`src/rtl/lzc_pkg.sv`:
```
// Shared constants and helpers for the leading-bit count / normalise pipeline.
package lzc_pkg;

  localparam int CHUNK_W = 8;

  // Count field must hold 0..width inclusive, hence one bit more than log2.
  function automatic int cnt_w_f(input int width);
    return $clog2(width) + 1;
  endfunction

endpackage

```
`src/rtl/lzc_chunk8.sv`:
```
// Combinational leading-zero count of one 8-bit chunk; 8 means the chunk is all zero.
module lzc_chunk8
  import lzc_pkg::*;
(
  input  logic [CHUNK_W-1:0] i_data,
  output logic [3:0]         o_cnt
);

  // Scan upward so the highest set bit is the last one to write the count.
  always_comb begin
    o_cnt = 4'(CHUNK_W);
    for (int i = 0; i < CHUNK_W; i++) begin
      o_cnt = i_data[i] ? 4'(CHUNK_W - 1 - i) : o_cnt;
    end
  end

endmodule

```
`src/rtl/lzc_norm_pipe.sv`:
```
// Two-stage leading-zero/one counter with left normalisation and valid/ready flow control.
module lzc_norm_pipe
  import lzc_pkg::*;
#(
  parameter  int WIDTH = 32,
  parameter  int TAG_W = 4,
  localparam int CNT_W = cnt_w_f(WIDTH)
) (
  input  logic             clk,
  input  logic             rst,
  input  logic             in_valid,
  output logic             in_ready,
  input  logic [WIDTH-1:0] in_data,
  input  logic             in_mode,
  input  logic [TAG_W-1:0] in_tag,
  output logic             out_valid,
  input  logic             out_ready,
  output logic [CNT_W-1:0] out_cnt,
  output logic             out_all,
  output logic [WIDTH-1:0] out_norm,
  output logic [TAG_W-1:0] out_tag
);

  localparam int NCH = WIDTH / CHUNK_W;

  logic [WIDTH-1:0]       w_inv;
  logic [NCH-1:0][3:0]    w_chunk_cnt;
  logic                   w_s1_load;
  logic                   w_s2_load;
  logic [CNT_W-1:0]       w_cnt;
  logic                   w_stop;
  logic                   w_all;
  logic [WIDTH-1:0]       w_norm;

  logic                   r_s1_valid;
  logic [NCH-1:0][3:0]    r_s1_cnt;
  logic [NCH-1:0]         r_s1_all;
  logic [WIDTH-1:0]       r_s1_data;
  logic [TAG_W-1:0]       r_s1_tag;

  logic                   r_s2_valid;
  logic [CNT_W-1:0]       r_s2_cnt;
  logic                   r_s2_all;
  logic [WIDTH-1:0]       r_s2_norm;
  logic [TAG_W-1:0]       r_s2_tag;

  // Leading ones are counted as leading zeros of the inverted word.
  assign w_inv = in_data ^ {WIDTH{in_mode}};

  for (genvar k = 0; k < NCH; k++) begin : g_chunk
    lzc_chunk8 u_chunk (
      .i_data (w_inv[k*CHUNK_W +: CHUNK_W]),
      .o_cnt  (w_chunk_cnt[k])
    );
  end

  assign w_s2_load = !r_s2_valid || out_ready;
  assign w_s1_load = !r_s1_valid || w_s2_load;
  assign in_ready  = w_s1_load;

  // Stage 1: per-chunk counts and all-flags, plus the original word and tag.
  always_ff @(posedge clk) begin
    if (rst) begin
      r_s1_valid <= 1'b0;
      r_s1_cnt   <= '0;
      r_s1_all   <= '0;
      r_s1_data  <= '0;
      r_s1_tag   <= '0;
    end else if (w_s1_load) begin
      r_s1_valid <= in_valid;
      if (in_valid) begin
        r_s1_cnt  <= w_chunk_cnt;
        r_s1_data <= in_data;
        r_s1_tag  <= in_tag;
        for (int k = 0; k < NCH; k++) begin
          r_s1_all[k] <= (w_chunk_cnt[k] == 4'd8);
        end
      end
    end
  end

  // Sum chunk counts from the top down, stopping after the first partial chunk.
  always_comb begin
    w_cnt  = '0;
    w_stop = 1'b0;
    for (int k = NCH - 1; k >= 0; k--) begin
      w_cnt  = w_stop ? w_cnt : w_cnt + CNT_W'(r_s1_cnt[k]);
      w_stop = w_stop | ~r_s1_all[k];
    end
    w_all  = ~w_stop;
    w_norm = w_all ? '0 : (r_s1_data << w_cnt);
  end

  // Stage 2: combined result; holds while downstream stalls.
  always_ff @(posedge clk) begin
    if (rst) begin
      r_s2_valid <= 1'b0;
      r_s2_cnt   <= '0;
      r_s2_all   <= 1'b0;
      r_s2_norm  <= '0;
      r_s2_tag   <= '0;
    end else if (w_s2_load) begin
      r_s2_valid <= r_s1_valid;
      if (r_s1_valid) begin
        r_s2_cnt  <= w_cnt;
        r_s2_all  <= w_all;
        r_s2_norm <= w_norm;
        r_s2_tag  <= r_s1_tag;
      end
    end
  end

  assign out_valid = r_s2_valid;
  assign out_cnt   = r_s2_cnt;
  assign out_all   = r_s2_all;
  assign out_norm  = r_s2_norm;
  assign out_tag   = r_s2_tag;

endmodule
```
`config.mk`:
```
export PLATFORM = sky130hd
export DESIGN_NAME = lzc_norm_pipe
export DESIGN_NICKNAME = d
export VERILOG_FILES = /design/src/rtl/lzc_pkg.sv /design/src/rtl/lzc_chunk8.sv /design/src/rtl/lzc_norm_pipe.sv
export SDC_FILE = /design/constraint.sdc
export NUM_CORES = 1
export LEC_CHECK = 0
export ABC_AREA = 0
export CORE_MARGIN = 3
export CORE_UTILIZATION = 56
export DETAILED_ROUTE_END_ITERATION = 10
export GPL_ROUTABILITY_DRIVEN = 0
export PLACE_DENSITY_LB_ADDON = 0.12
export REMOVE_ABC_BUFFERS = 1
export SLEW_MARGIN = 20
export SYNTH_ARGS = -nofsm -noshare
export SYNTH_HDL_FRONTEND = slang
export SYNTH_SLANG_ARGS = --single-unit
export TNS_END_PERCENT = 1
```
`constraint.sdc`:
```
create_clock -name clk -period 6.15 [get_ports clk]
set_input_delay 1.23 -clock clk [delete_from_list [all_inputs] [get_ports clk]]
set_output_delay 1.23 -clock clk [all_outputs]
set_load 0.1 [all_outputs]
```
==> flow_summary.ini <==
[worst_hold_path]
hp-class = flop to flop

[layout]
finalNetCount = 954
diodes = 0
final_area_sq_um = 7632
syn2layout_area_growth_pct = 17.51
drive_above_1_share_pct = 6.340

[logic_synthesis]
synth_compound_area_share_pct = 23.62
synthCells = 843
synth_top_family_by_area = compound AO/OA/AOI/OAI gates
ys_seq_area_share_pct = 31.13
syn_avg_cell_area_sq_um = 7.705
ys_types = 66
synthTopCellsByCount = nand2_1 (175), dfxtp_1 (101), a21oi_1 (99)
synth_mux_area_share_pct = 13.91
synth_edf_count = 0
synthArstFlopShare_pct = 0
synth-seq-cells = 101
synth_xor_area_share_pct = 0.8091
yosysMostFrequentCell = nand2_1
synth-simple-area-share_pct = 21.65
yosys.area.top_type_share_pct = 31.13
synth_top_cells_by_area = dfxtp_1 (31%), nand2_1 (10%), mux2i_1 (9.9%)
synth_top_flop_cell = dfxtp_1
synth_top_cell_by_area = dfxtp_1
syn_area_sq_um = 6495
yosysWarnings = 0
synthAdderAreaFrac_pct = 4.007

[pwr]
power.density_nw_per_um2 = 212.0
cellLeakagePower_nw = 3.107
total_power_mw = 1.618
ir_drop_uv = 210.8

[detailed_routing]
drc = 0
wl_mm = 17.65
drtIter0Drc = 676
vias_per_cell = 6.180
ant_nets = 0
drtPass1Iterations = 5
wl_per_cell_um = 16.99
num_vias = 6421

[clocking]
cts.clk_slew.worst_paths_ns = 0.07
cts_tree = yes
cts_setup_buffers = 0
hold_buffers = 0
cts_buffers = 9
clock_tree.htree_level_count = 3
cts_root_buf = clkbuf_16
cts_buffer_depth = 2
clock-sinks = 101
cts_resized = 0
clk_latency_ns = 0.36

[placed_design]
io_buffers = 85
place_area_sq_um = 7337
dp_hpwl_mm = 12.88
pre_cts_ws_ns = 1.187

[timing]
worst_pin_slew_ns = 1.001
fin_skew_ns = 0.005895
fmax_mhz = 196.6
fin_tns_setup_ns = 0
setup_ws_ns = 1.064
period_share_pct = 82.70
rsz0062_at_grt = no
relSlewSlack_pct = 33.06
drv_slew = 0
hold_viol_final = 0
fin_crit_ns = 5.086
setup_viol = 0

[worst_setup_path]
slowest_delay_ns = 0.94
cp_cell_sequence = mux2_2 -> ha_1 -> inv_1 -> fa_1 -> nand2_1 -> a31o_2 -> inv_1 -> fa_1 -> nand2_1 -> nand2_2 -> o311ai_0 -> and2_1 -> a211oi_1 -> a211o_1
path_max_fanout = 38
critPathTopFamily = compound AO/OA/AOI/OAI gates
crit_path_start_kind = flop
cp_slowest_cell = o311ai_0
endpoint_kind = flop
critPathArrivalTime_ns = 5.33
critPathBufInv = 2
critPathRequiredTime_ns = 6.40
worstSetupPathType = flop to flop

[global_route]
antenna_found_initial = 0
grt_max_degree = 82
grt_pass1_wl_mm = 29.08
overflow = 0
grt_use_total_pct = 27.57
grt_pass1_vias = 5938

[floorplan]
ioPinCount = 86
core_sq_um = 11080
die_area_sq_um = 12930
dieHeight_um = 113.7
initial_core_util_pct = 58.63
die_w_um = 113.7
rows = 38

[status]
status = completed

[flow_run]
cap_viol_max_count = 0
area by class of cell:
class | count | area, sq um
multi-input cells | 672 | 4159
clock buffers | 13 | 250.2
well taps | 140 | 175.2
inverters | 14 | 52.55
repair buffers | 96 | 928.4
fillers | 925 | 3446
clock inverters | 3 | 45.04
flip-flops and latches | 101 | 2022
through the flow:
step	std cells	hold slack, ns	utilization (%)
global route	1039	0.4705	68.90
floorplan	787	0.4260	-
finish	1039	0.4510	68.90
detailed placement	1023	0.4455	66.23
CTS	1039	0.4502	68.90
global placement	1023	0.4422	66.23
registers in the layout (all words and copies together) (netlist names):
| name | cells |
|---|---|
| out_cnt | 6 |
| out_norm | 32 |
| r_s1_cnt | 16 |
| r_s1_valid | 1 |
| r_s1_all | 4 |
| r_s1_data | 32 |
| out_tag | 4 |
| r_s1_tag | 4 |
| out_all | 1 |
| out_valid | 1 |
worst register-to-register path: cells and delay by family (launching register included):
kind	cells	cell delay, ns
flops	1	0.85
fa+ha+maj	3	1.07
mux	1	0.42
compound gates	4	1.50
buf+inv	2	0.14
simple gates	4	1.00
per-layer routing:
metal	vias up	routed length, um	global-route usage (%)
met5	-	0	0
met4	0	393	9.455
met3	31	1076	6.366
met2	232	8406	44.37
met1	3031	7778	36.47
li1	3127	-	-
layout by cell type (no fill, tap or decap), types with 4 or more instances in the layout:
cell type and count:
nand2_1 174, dfxtp_1 101, a21oi_1 99, clkdlybuf4s50_1 84
nor2_1 65, mux2i_1 64, nand3_1 28, mux2_2 20
o21ai_0 19, nor3_1 16, a211oi_1 16, ha_1 16
inv_1 14, a22oi_1 11, buf_4 11, o22ai_1 9
a221o_1 9, clkbuf_16 9, and3_1 8, a22o_1 7
nand2b_1 6, a31oi_1 6, o21bai_1 6, a211o_1 6
or3_1 6, nor2b_1 5, a21o_1 5, and2_1 5
xnor2_1 4, a21boi_0 4, a2bb2oi_1 4, nor4_1 4
a311oi_1 4
power breakdown:
| part | internal [mW] | switching [mW] | total (mW) | leakage (nW) |
|---|---|---|---|---|
| Sequential | 0.681 | 0.0262 | 0.707 | 0.824 |
| Clock | 0.327 | 0.246 | 0.573 | 0.136 |
| Combinational | 0.121 | 0.218 | 0.338 | 2.15 |
| Total | 1.13 | 0.490 | 1.62 | 3.11 |
worst paths after layout:
path,startpoint,endpoint,slack (ns),cells after the start
max,r_s1_all[3],out_norm[27],1.06,14
min,r_s1_tag[2],out_tag[2],0.45,2
max reg2reg,r_s1_all[3],out_norm[27],1.06,14
min reg2reg,r_s1_tag[2],out_tag[2],0.45,2
cell families (layout without fill, tap and decap cells):
kind of cell	count (synthesis)	after routing
buffers and inverters	70	126
muxes	86	86
xor gates and xnor gates	6	6
DFF	101	101
adders and majority gates	19	19
and+or+nand+nor	328	328
AOI/OAI and AO/OA	233	233
(Power assumes the default switching activity.)
